File: config.mk
export PLATFORM = sky130hd
export DESIGN_NAME = title_text_compositor
export DESIGN_NICKNAME = d
export VERILOG_FILES = /design/src/rtl/title_pkg.sv /design/src/rtl/title_fade_ctrl.sv /design/src/rtl/title_text_compositor.sv
export SDC_FILE = /design/constraint.sdc
export NUM_CORES = 1
export LEC_CHECK = 0
export ABC_AREA = 0
export BUFFER_PORTS_ARGS = -buffer_cell sky130_fd_sc_hd__buf_4
export CAP_MARGIN = 20
export CORE_ASPECT_RATIO = 1.2
export CORE_UTILIZATION = 60
export CTS_CLUSTER_DIAMETER = 50
export DETAILED_ROUTE_END_ITERATION = 8
export GPL_TIMING_DRIVEN = 0
export PLACE_DENSITY_LB_ADDON = 0.2
export SYNTH_ARGS = -nofsm -noshare
export SYNTH_HDL_FRONTEND = slang
export SYNTH_SLANG_ARGS = --single-unit
export TNS_END_PERCENT = 1
File: constraint.sdc
create_clock -name vga_clk -period 7.7 [get_ports vga_clk]
set_input_delay 0.385 -clock vga_clk [delete_from_list [all_inputs] [get_ports vga_clk]]
set_output_delay 0.385 -clock vga_clk [all_outputs]
set_load 0.01 [all_outputs]
File: src/rtl/title_pkg.sv
// Shared types and helpers for the title-text compositor.
package title_pkg;

    typedef enum logic [1:0] {
        HIDDEN   = 2'd0,
        FADE_IN  = 2'd1,
        SHOWN    = 2'd2,
        FADE_OUT = 2'd3
    } fade_state_t;

    localparam int unsigned ALPHA_MAX = 16;

    typedef logic [11:0] rgb12_t;

    // One 4-bit channel: (t*a + b*(16-a)) >> 4, truncating; the sum never exceeds 240.
    function automatic logic [3:0] blend4(input logic [3:0] t,
                                          input logic [3:0] b,
                                          input logic [4:0] a);
        logic [8:0] pt;
        logic [8:0] pb;
        logic [8:0] s;
        pt = 9'(t) * 9'(a);
        pb = 9'(b) * 9'(5'(ALPHA_MAX) - a);
        s  = pt + pb;
        return s[7:4];
    endfunction

endpackage

File: src/rtl/title_fade_ctrl.sv
// Frame-synchronous fade controller: HIDDEN/FADE_IN/SHOWN/FADE_OUT FSM, frame divider
// for alpha steps and, when TITLE_BLINK_EN is defined, a blink phase counter in SHOWN.
module title_fade_ctrl
    import title_pkg::*;
#(
    parameter int unsigned FADE_FRAMES  = 2,
    parameter int unsigned BLINK_FRAMES = 30
) (
    input  logic       vga_clk,
    input  logic       reset,
    input  logic       frame_tick,
    input  logic       show,
    output logic [4:0] alpha,
    output logic [4:0] eff_alpha,
    output logic       fade_busy
);

    localparam int unsigned DIV_W = (FADE_FRAMES > 1) ? $clog2(FADE_FRAMES) : 1;
    localparam logic [DIV_W-1:0] DIV_LAST = DIV_W'(FADE_FRAMES - 1);
    localparam logic [4:0] A_MAX = 5'(ALPHA_MAX);

    fade_state_t      state_q, state_d;
    logic [4:0]       alpha_q, alpha_d;
    logic [DIV_W-1:0] div_q, div_d;

    // Next-state: everything moves only on a frame tick; reversals do not step alpha.
    always_comb begin
        state_d = state_q;
        alpha_d = alpha_q;
        div_d   = div_q;
        if (frame_tick) begin
            unique case (state_q)
                HIDDEN: begin
                    div_d = '0;
                    if (show) state_d = FADE_IN;
                end
                FADE_IN: begin
                    if (!show) begin
                        state_d = FADE_OUT;
                    end else if (div_q == DIV_LAST) begin
                        div_d = '0;
                        if (alpha_q < A_MAX) alpha_d = alpha_q + 5'd1;
                        if (alpha_q >= A_MAX - 5'd1) state_d = SHOWN;
                    end else begin
                        div_d = div_q + DIV_W'(1);
                    end
                end
                SHOWN: begin
                    div_d = '0;
                    if (!show) state_d = FADE_OUT;
                end
                FADE_OUT: begin
                    if (show) begin
                        state_d = FADE_IN;
                    end else if (div_q == DIV_LAST) begin
                        div_d = '0;
                        if (alpha_q > 5'd0) alpha_d = alpha_q - 5'd1;
                        if (alpha_q <= 5'd1) state_d = HIDDEN;
                    end else begin
                        div_d = div_q + DIV_W'(1);
                    end
                end
                default: begin
                    state_d = HIDDEN;
                    alpha_d = '0;
                    div_d   = '0;
                end
            endcase
        end
    end

    // State register with synchronous reset.
    always_ff @(posedge vga_clk) begin
        if (reset) begin
            state_q <= HIDDEN;
            alpha_q <= '0;
            div_q   <= '0;
        end else begin
            state_q <= state_d;
            alpha_q <= alpha_d;
            div_q   <= div_d;
        end
    end

    assign alpha     = alpha_q;
    assign fade_busy = (state_q == FADE_IN) || (state_q == FADE_OUT);

`ifdef TITLE_BLINK_EN
    localparam int unsigned BLK_W = (BLINK_FRAMES > 1) ? $clog2(BLINK_FRAMES) : 1;
    localparam logic [BLK_W-1:0] BLK_LAST = BLK_W'(BLINK_FRAMES - 1);

    logic [BLK_W-1:0] blink_cnt_q, blink_cnt_d;
    logic             phase_q, phase_d;

    // Blink counter: runs on ticks that stay in SHOWN, cleared whenever SHOWN is left.
    always_comb begin
        blink_cnt_d = blink_cnt_q;
        phase_d     = phase_q;
        if (state_d != SHOWN) begin
            blink_cnt_d = '0;
            phase_d     = 1'b0;
        end else if (frame_tick && state_q == SHOWN) begin
            if (blink_cnt_q == BLK_LAST) begin
                blink_cnt_d = '0;
                phase_d     = ~phase_q;
            end else begin
                blink_cnt_d = blink_cnt_q + BLK_W'(1);
            end
        end
    end

    // Blink state register.
    always_ff @(posedge vga_clk) begin
        if (reset) begin
            blink_cnt_q <= '0;
            phase_q     <= 1'b0;
        end else begin
            blink_cnt_q <= blink_cnt_d;
            phase_q     <= phase_d;
        end
    end

    // Off phase hides the text without disturbing the reported alpha.
    assign eff_alpha = phase_q ? 5'd0 : alpha_q;
`else
    assign eff_alpha = alpha_q;
`endif

endmodule

File: src/rtl/title_text_compositor.sv
// Title-text compositor: windows, colour-keys and alpha-blends the text stream over the
// background stream, two-cycle latency from DrawX/DrawY/blank to the registered RGB outputs.
// Optional blink in SHOWN is enabled by defining TITLE_BLINK_EN.
module title_text_compositor
    import title_pkg::*;
#(
    parameter int unsigned WIN_X0       = 206,
    parameter int unsigned WIN_Y0       = 100,
    parameter int unsigned WIN_W        = 227,
    parameter int unsigned WIN_H        = 35,
    parameter logic [11:0] KEY_COLOR    = 12'hF0F,
    parameter int unsigned FADE_FRAMES  = 2,
    parameter int unsigned BLINK_FRAMES = 30
) (
    input  logic       vga_clk,
    input  logic       reset,
    input  logic [9:0] DrawX,
    input  logic [9:0] DrawY,
    input  logic       blank,
    input  logic [3:0] text_red,
    input  logic [3:0] text_green,
    input  logic [3:0] text_blue,
    input  logic [3:0] bg_red,
    input  logic [3:0] bg_green,
    input  logic [3:0] bg_blue,
    input  logic       show,
    output logic [3:0] red,
    output logic [3:0] green,
    output logic [3:0] blue,
    output logic [4:0] alpha,
    output logic       fade_busy
);

    localparam logic [10:0] X_LO = 11'(WIN_X0);
    localparam logic [10:0] X_HI = 11'(WIN_X0 + WIN_W - 1);
    localparam logic [10:0] Y_LO = 11'(WIN_Y0);
    localparam logic [10:0] Y_HI = 11'(WIN_Y0 + WIN_H - 1);

    logic [9:0] dx_q, dy_q;
    logic       blank_q;
    logic [3:0] red_q, green_q, blue_q;
    logic [3:0] red_d, green_d, blue_d;
    logic       frame_tick;
    logic [4:0] eff_alpha;
    logic       hit;
    logic       keyed;
    rgb12_t     text_px;

    // Undelayed coordinates: the new alpha is in place before pixel (0,0) is blended.
    assign frame_tick = (DrawX == 10'd0) && (DrawY == 10'd0);

    title_fade_ctrl #(
        .FADE_FRAMES (FADE_FRAMES),
        .BLINK_FRAMES(BLINK_FRAMES)
    ) u_fade_ctrl (
        .vga_clk   (vga_clk),
        .reset     (reset),
        .frame_tick(frame_tick),
        .show      (show),
        .alpha     (alpha),
        .eff_alpha (eff_alpha),
        .fade_busy (fade_busy)
    );

    // Delay coordinates and blank one stage to line up with the text/background pixels.
    always_ff @(posedge vga_clk) begin
        if (reset) begin
            dx_q    <= '0;
            dy_q    <= '0;
            blank_q <= 1'b0;
        end else begin
            dx_q    <= DrawX;
            dy_q    <= DrawY;
            blank_q <= blank;
        end
    end

    assign text_px = {text_red, text_green, text_blue};
    assign keyed   = (text_px == KEY_COLOR);
    assign hit     = ({1'b0, dx_q} >= X_LO) && ({1'b0, dx_q} <= X_HI) &&
                     ({1'b0, dy_q} >= Y_LO) && ({1'b0, dy_q} <= Y_HI);

    // Blend datapath: blanking wins, then window/key select background, else mix.
    always_comb begin
        red_d   = 4'd0;
        green_d = 4'd0;
        blue_d  = 4'd0;
        if (blank_q) begin
            if (!hit || keyed) begin
                red_d   = bg_red;
                green_d = bg_green;
                blue_d  = bg_blue;
            end else begin
                red_d   = blend4(text_red,   bg_red,   eff_alpha);
                green_d = blend4(text_green, bg_green, eff_alpha);
                blue_d  = blend4(text_blue,  bg_blue,  eff_alpha);
            end
        end
    end

    // Output register driving the VGA pins.
    always_ff @(posedge vga_clk) begin
        if (reset) begin
            red_q   <= '0;
            green_q <= '0;
            blue_q  <= '0;
        end else begin
            red_q   <= red_d;
            green_q <= green_d;
            blue_q  <= blue_d;
        end
    end

    assign red   = red_q;
    assign green = green_q;
    assign blue  = blue_q;

endmodule

=== Word level (Yosys, flattened, before mapping) ===
Cells that the tools add are included.

* Register bits after elaboration: 41
* Bits of input ports: 48
* Output and inout bits: 18
* Word-level logic and storage cells: 86

* $add $sub $neg: 7
* Multiply operators: 6
* $lt $le $gt $ge: 8
* Eq/ne operators: 16
* Multiplexer cells: 23
* Bitwise gates (word level): 1
* Reductions and logical operators: 16

{| class="wikitable"
|+ Operators with widths
! kind !! count
|-
| 5-bit two-way mux || 6
|-
| 8-bit adder || 3
|-
| 4-bit by 5-bit multiplier with 8-bit output || 3
|-
| 10-bit logical NOT || 2
|-
| 4-bit by 9-bit multiplier with 8-bit output || 2
|-
| 2-bit two-way mux || 8
|-
| 12-bit equality test, second input constant || 1
|-
| 4-bit two-way mux || 3
|-
| 3-bit by 2-bit != test with 1-bit output, second input constant || 4
|-
| 10-bit by 7-bit greater-or-equal comparator with 1-bit output, second input constant || 1
|-
| 10-bit by 8-bit greater-or-equal comparator with 1-bit output, second input constant || 1
|-
| 10-bit by 8-bit less-or-equal comparator with 1-bit output, second input constant || 1
|-
| 10-bit by 9-bit less-or-equal comparator with 1-bit output, second input constant || 1
|-
| 5-bit one-hot mux with 2 select lines || 1
|-
| 5-bit by 6-bit multiplier with 8-bit output || 1
|-
| 2-bit by 1-bit != test with 1-bit output, second input constant || 4
|-
| 2-bit != test, second input constant || 4
|-
| 2-bit one-hot mux with 4 select lines || 1
|-
| 8-bit AND reduction || 1
|-
| 7-bit AND reduction || 1
|-
| 5-bit by 5-bit subtractor with 6-bit output, first input constant || 1
|-
| 5-bit by 1-bit adder with 5-bit output, second input constant || 1
|-
| 5-bit by 4-bit greater-or-equal comparator with 1-bit output, second input constant || 1
|-
| 5-bit by 1-bit > comparator with 1-bit output, second input constant || 1
|-
| 16 further kinds || 24
|}

=== Depth between registers and ports, before layout ===
* Depth in word-level cells: 7
* Gate-level depth with buffers: 22

=== Hierarchy ===
A second synthesis with hierarchy kept.

* Cells, all modules: 633
* Area, all modules: 5477.8 um^2

{| class="wikitable"
|+ By module, submodules not included
! module !! times used !! cells each !! area each (um^2) !! seq. area each (um^2)
|-
| title_text_compositor || 1 || 551 || 4787.1 || 660.6
|-
| title_fade_ctrl || 1 || 82 || 690.7 || 160.2
|}

=== Worst setup path after synthesis ===
Ideal clock, no wire load.

* Kind: reg-to-reg
* Start: register u_fade_ctrl.alpha_q[0], in the netlist u_fade_ctrl.alpha[0]
* End: register green_q[3], in the netlist green[3]
* Library setup time: 0.062 ns
* Arrival: 5.470 ns
* Setup slack: 2.168 ns
* Stages on the path, launching flop included: 22
* Clock period less this slack: 5.532 ns
* Cells stage by stage: dfxtp_1 -> buf_2 -> clkbuf_1 -> inv_1 -> ha_1 -> xnor2_1 -> clkbuf_1 -> nand2_1 -> fa_1 -> fa_1 -> inv_1 -> fa_1 -> inv_1 -> fa_1 -> inv_1 -> ha_1 -> and4b_1 -> a31o_2 -> a2111oi_0 -> nor3_1 -> or4_1 -> nand3_1

* Cells in the longest elaborated chain, start to end: 4

{| class="wikitable"
|+ RTL lines
! element !! RTL line !! source
|-
| start, declared || title_fade_ctrl.sv:23 || <nowiki>logic [4:0] alpha_q, alpha_d;</nowiki>
|-
| start signal, assigned || title_fade_ctrl.sv:80 || <nowiki>alpha_q <= alpha_d;</nowiki>
|-
| 5-bit by 5-bit subtractor with 6-bit output || title_pkg.sv:23 || <nowiki>pb = 9'(b) * 9'(5'(ALPHA_MAX) - a);</nowiki>
|-
| 4-bit by 9-bit multiplier with 8-bit output || title_pkg.sv:23 ||
|-
| 8-bit adder (*) || title_pkg.sv:24 || <nowiki>s = pt + pb;</nowiki>
|-
| 4-bit two-way mux (*) || title_text_compositor.sv:89 || <nowiki>if (!hit || keyed) begin</nowiki>
|-
| end signal, assigned || title_text_compositor.sv:109 || <nowiki>green_q <= green_d;</nowiki>
|-
| end, declared || title_text_compositor.sv:41 || <nowiki>logic [3:0] red_q, green_q, blue_q;</nowiki>
|}

Every way passes the cells marked *; elsewhere a longest branch is shown, timed or not.
A chain may end at the register's enable or synchronous reset.

=== Worst setup path in the final report ===
Ends and elaborated chain as after synthesis.

==> flow_summary_export.csv <==
group,metric,value,unit
worst_setup_path,crit_fanout,10,
placed_design,post_dp_cell_area,5960,um^2
timing,rsz0062_at_grt,"no",
timing,max_freq,144,MHz
final_layout,layout_commonest_cell,"inv_1",
timing,finalCritPeriodShare,90.2,%
clock_network,cts_tree,"built",
clock_network,cts_sinks,41,
die,fp.coreArea,8610,um^2
clock_network,path_clk_slew,0.09,ns
final_layout,nNetsFinal,848,
clock_network,cts_setup_buffers,0,
synth,synth_edf_count,0,
synth,netlist_instances,606,
detailed_routing,wl_per_cell,15.8,um
detailed_routing,drt-initial-drc-count,298,
die,die_w,88.0,um
clock_network,hold_buffers,0,
final_layout,drive_above_1_share,12.8,%
power_and_ir_drop,peakVddDrop,0.104,mV
detailed_routing,vias,4379,
power_and_ir_drop,netSwitchingPower,0.130,mW
power_and_ir_drop,pwr-share-clk,38.2,%
timing,relSlewSlack,50.8,%
worst_setup_path,worst-path-stages,21,
die,dieArea,9250,um^2
timing,tightest_slew,0.732,ns
worst_setup_path,worstPathRequired,7.96,ns
worst_setup_path,reg2reg_slack,0.76,ns
worst_setup_path,slowest_stage,"clkbuf_1",
worst_setup_path,timing.setup.critical_path_class,"flop to flop",
global_route,overflow,0,
clock_network,clock_latency,0.31,ns
placed_design,dp_hpwl,10.1,mm
die,rows,37,
final_layout,multiInputGateArea,3990,um^2
placed_design,port_buffers,65,
die,die_h,105,um
clock_network,htreeDepth,2,
timing,fin_skew,0.00601,ns
run_status,outcome,"finished, final reports clean",
clock_network,numCtsBuffers,5,
synth,synth-main-ff-cell,"dfxtp_1",
power_and_ir_drop,intPower,0.354,mW
timing,finalSetupViolCount,0,
die,initial_core_util,61.8,%
timing,post-route-min-period,6.94,ns
synth,synth_nets,776,
clock_network,cts_buffer_depth,2,
timing,fin_tns_setup,0,ns
timing,holdWs,0.281,ns
synth,synth_top_cell_by_area,"fa_1",
worst_setup_path,crit_arrival,7.20,ns
detailed_routing,drc,0,
worst_setup_path,critPathBufInv,7,
worst_setup_path,cp_cell_sequence,"buf_2, clkbuf_1, inv_1, ha_1, xnor2_1, clkbuf_1, nand2_1, fa_1, fa_1, inv_1, fa_1, inv_1, fa_1, inv_1, ha_1, and4b_1, a31o_2, a2111oi_0, nor3_1, or4_1, nand3_1",
detailed_routing,drt_pass1_iterations,5,
global_route,grt_pass1_wl,20.8,mm
power_and_ir_drop,total_power,0.484,mW
global_route,grt_pass1_vias,4523,
die,ios,66,
placed_design,dpl.cell_count,788,
synth,synth_area_leaders,"fa_1 27%, dfxtp_1 15%, ha_1 12%",
worst_setup_path,worstSetupStartpointType,"flop",
final_layout,fillers,748,
detailed_routing,viasPerCell,5.50,
clock_network,post_cts_resized,0,
worst_hold_path,worstHoldPathCells,2,
detailed_routing,wl,12.5,mm
final_layout,design_area,6070,um^2
flow_run,drv_cap,0,
timing,fin_ws,0.758,ns
final_layout,layout_common_cells,"109 x inv_1, 71 x fa_1, 65 x buf_4",
synth,synth.distinct_cells,47,
final_layout,regArea,821,um^2
placed_design,post-place-ws,0.893,ns
final_layout,antennaDiodeCount,0,
worst_setup_path,max_stage_delay,0.59,ns
worst_setup_path,reg2regPathDepth,21,
global_route,antenna_found_initial,0,
synth,synth_area,5320,um^2
worst_setup_path,end_kind,"flop",
clock_network,root_buffer,"clkbuf_8",
power_and_ir_drop,power_switching_share,26.9,%
placed_design,gp_congestion,0.882,
worst_setup_path,crit_family,"adder cells",
power_and_ir_drop,p_seq_share,45.9,%
power_and_ir_drop,pwr-share-comb,15.9,%
worst_hold_path,hp-class,"primary input to flop",
synth,synth-async-reset-ratio,0,%
global_route,grtUsageTotal,30.0,%
synth,synth-seq-cells,41,
synth,yosysWarnings,0,
power_and_ir_drop,power_density,79.7,nW/um^2
final_layout,final_cells,796,
synth,avgSynthCellArea,8.78,um^2
power_and_ir_drop,p_leak,2.97,nW
timing,hold_viol,0,
timing,drv_slew,0,
synth,yosysTopAreaCellShare,26.7,%
final_layout,synthToLayoutAreaGrowth,14.1,%
final_layout,fin_util,70.5,%
global_route,grt_max_degree,15,
synth,yosysSeqAreaShare,15.4,%
detailed_routing,final_antenna_net_count,0,
==> worst paths after layout <==
check,from,to
worst min register to register,u_fade_ctrl.state_q[0],u_fade_ctrl.state_q[0]
worst min-delay path,blank,blank_q
worst max-delay path,u_fade_ctrl.alpha[0],green[3]
worst max register to register,u_fade_ctrl.alpha[0],green[3]
==> Yosys cell counts, drive strengths merged (2+ instances only) <==
library cell / count
a31o: 2
fa: 71
and4b: 2
inv: 109
xor2: 12
nand2b: 5
o31ai: 2
o21bai: 2
o21ai: 10
xnor2: 24
buf: 8
a2111oi: 2
nor4: 7
a211oi: 4
clkbuf: 16
dfxtp: 41
mux2i: 10
xnor3: 2
a21oi: 6
nor3: 9
a21o: 2
nand3: 10
nand4b: 3
or2: 2
nor2: 20
nand2: 62
nand4: 4
nor2b: 30
or3: 2
or4: 4
a31oi: 2
and2: 60
ha: 51
==> cells by family after synthesis <==
kind of cell | after synthesis | synth area share, %
muxes | 11 | 2.09
xor gates and xnor gates | 38 | 6.77
and+or+nand+nor | 223 | 22.5
adders and majority gates | 122 | 38.7
buffers and inverters | 133 | 9.66
DFF | 41 | 15.4
AOI/OAI and AO/OA | 38 | 4.82
==> per-layer routing <==
metal,track usage (%),part of all wire (%),vias to the layer above
met1,33.7,37,2150
li1,-,-,2026
met3,4.11,6.5,37
met4,14.5,4.3,0
met2,54.4,53,166
met5,0,0,-
==> power groups by stage <==
| stage | combinational (mW) | sequential (mW) | clock (mW) |
|---|---|---|---|
| floorplan | 0.0345 | 0.228 | 0 |
| global placement | 0.0747 | 0.227 | 0 |
| detailed placement | 0.0768 | 0.227 | 0 |
| CTS | 0.0772 | 0.222 | 0.187 |
| global route | 0.0851 | 0.223 | 0.194 |
| finish | 0.0770 | 0.222 | 0.185 |
==> sequential cells by signal, summed over array words and instances, names as in the netlist <==
name,flops
u_fade_ctrl.div_q,1
green,4
blank_q,1
dy_q,10
u_fade_ctrl.state_q,2
dx_q,10
u_fade_ctrl.alpha,5
red,4
blue,4
==> cell type report <==
cell class | count | share of cell area [%]
multi-input cells | 432 | 65.7
flip-flops and latches | 41 | 13.5
repair buffers | 65 | 8.04
inverters | 109 | 6.74
well taps | 117 | 2.41
plain buffers | 24 | 1.73
clock buffers | 5 | 1.13
clock inverters | 3 | 0.763
No activity file was read; power rests on OpenSTA's default activity.
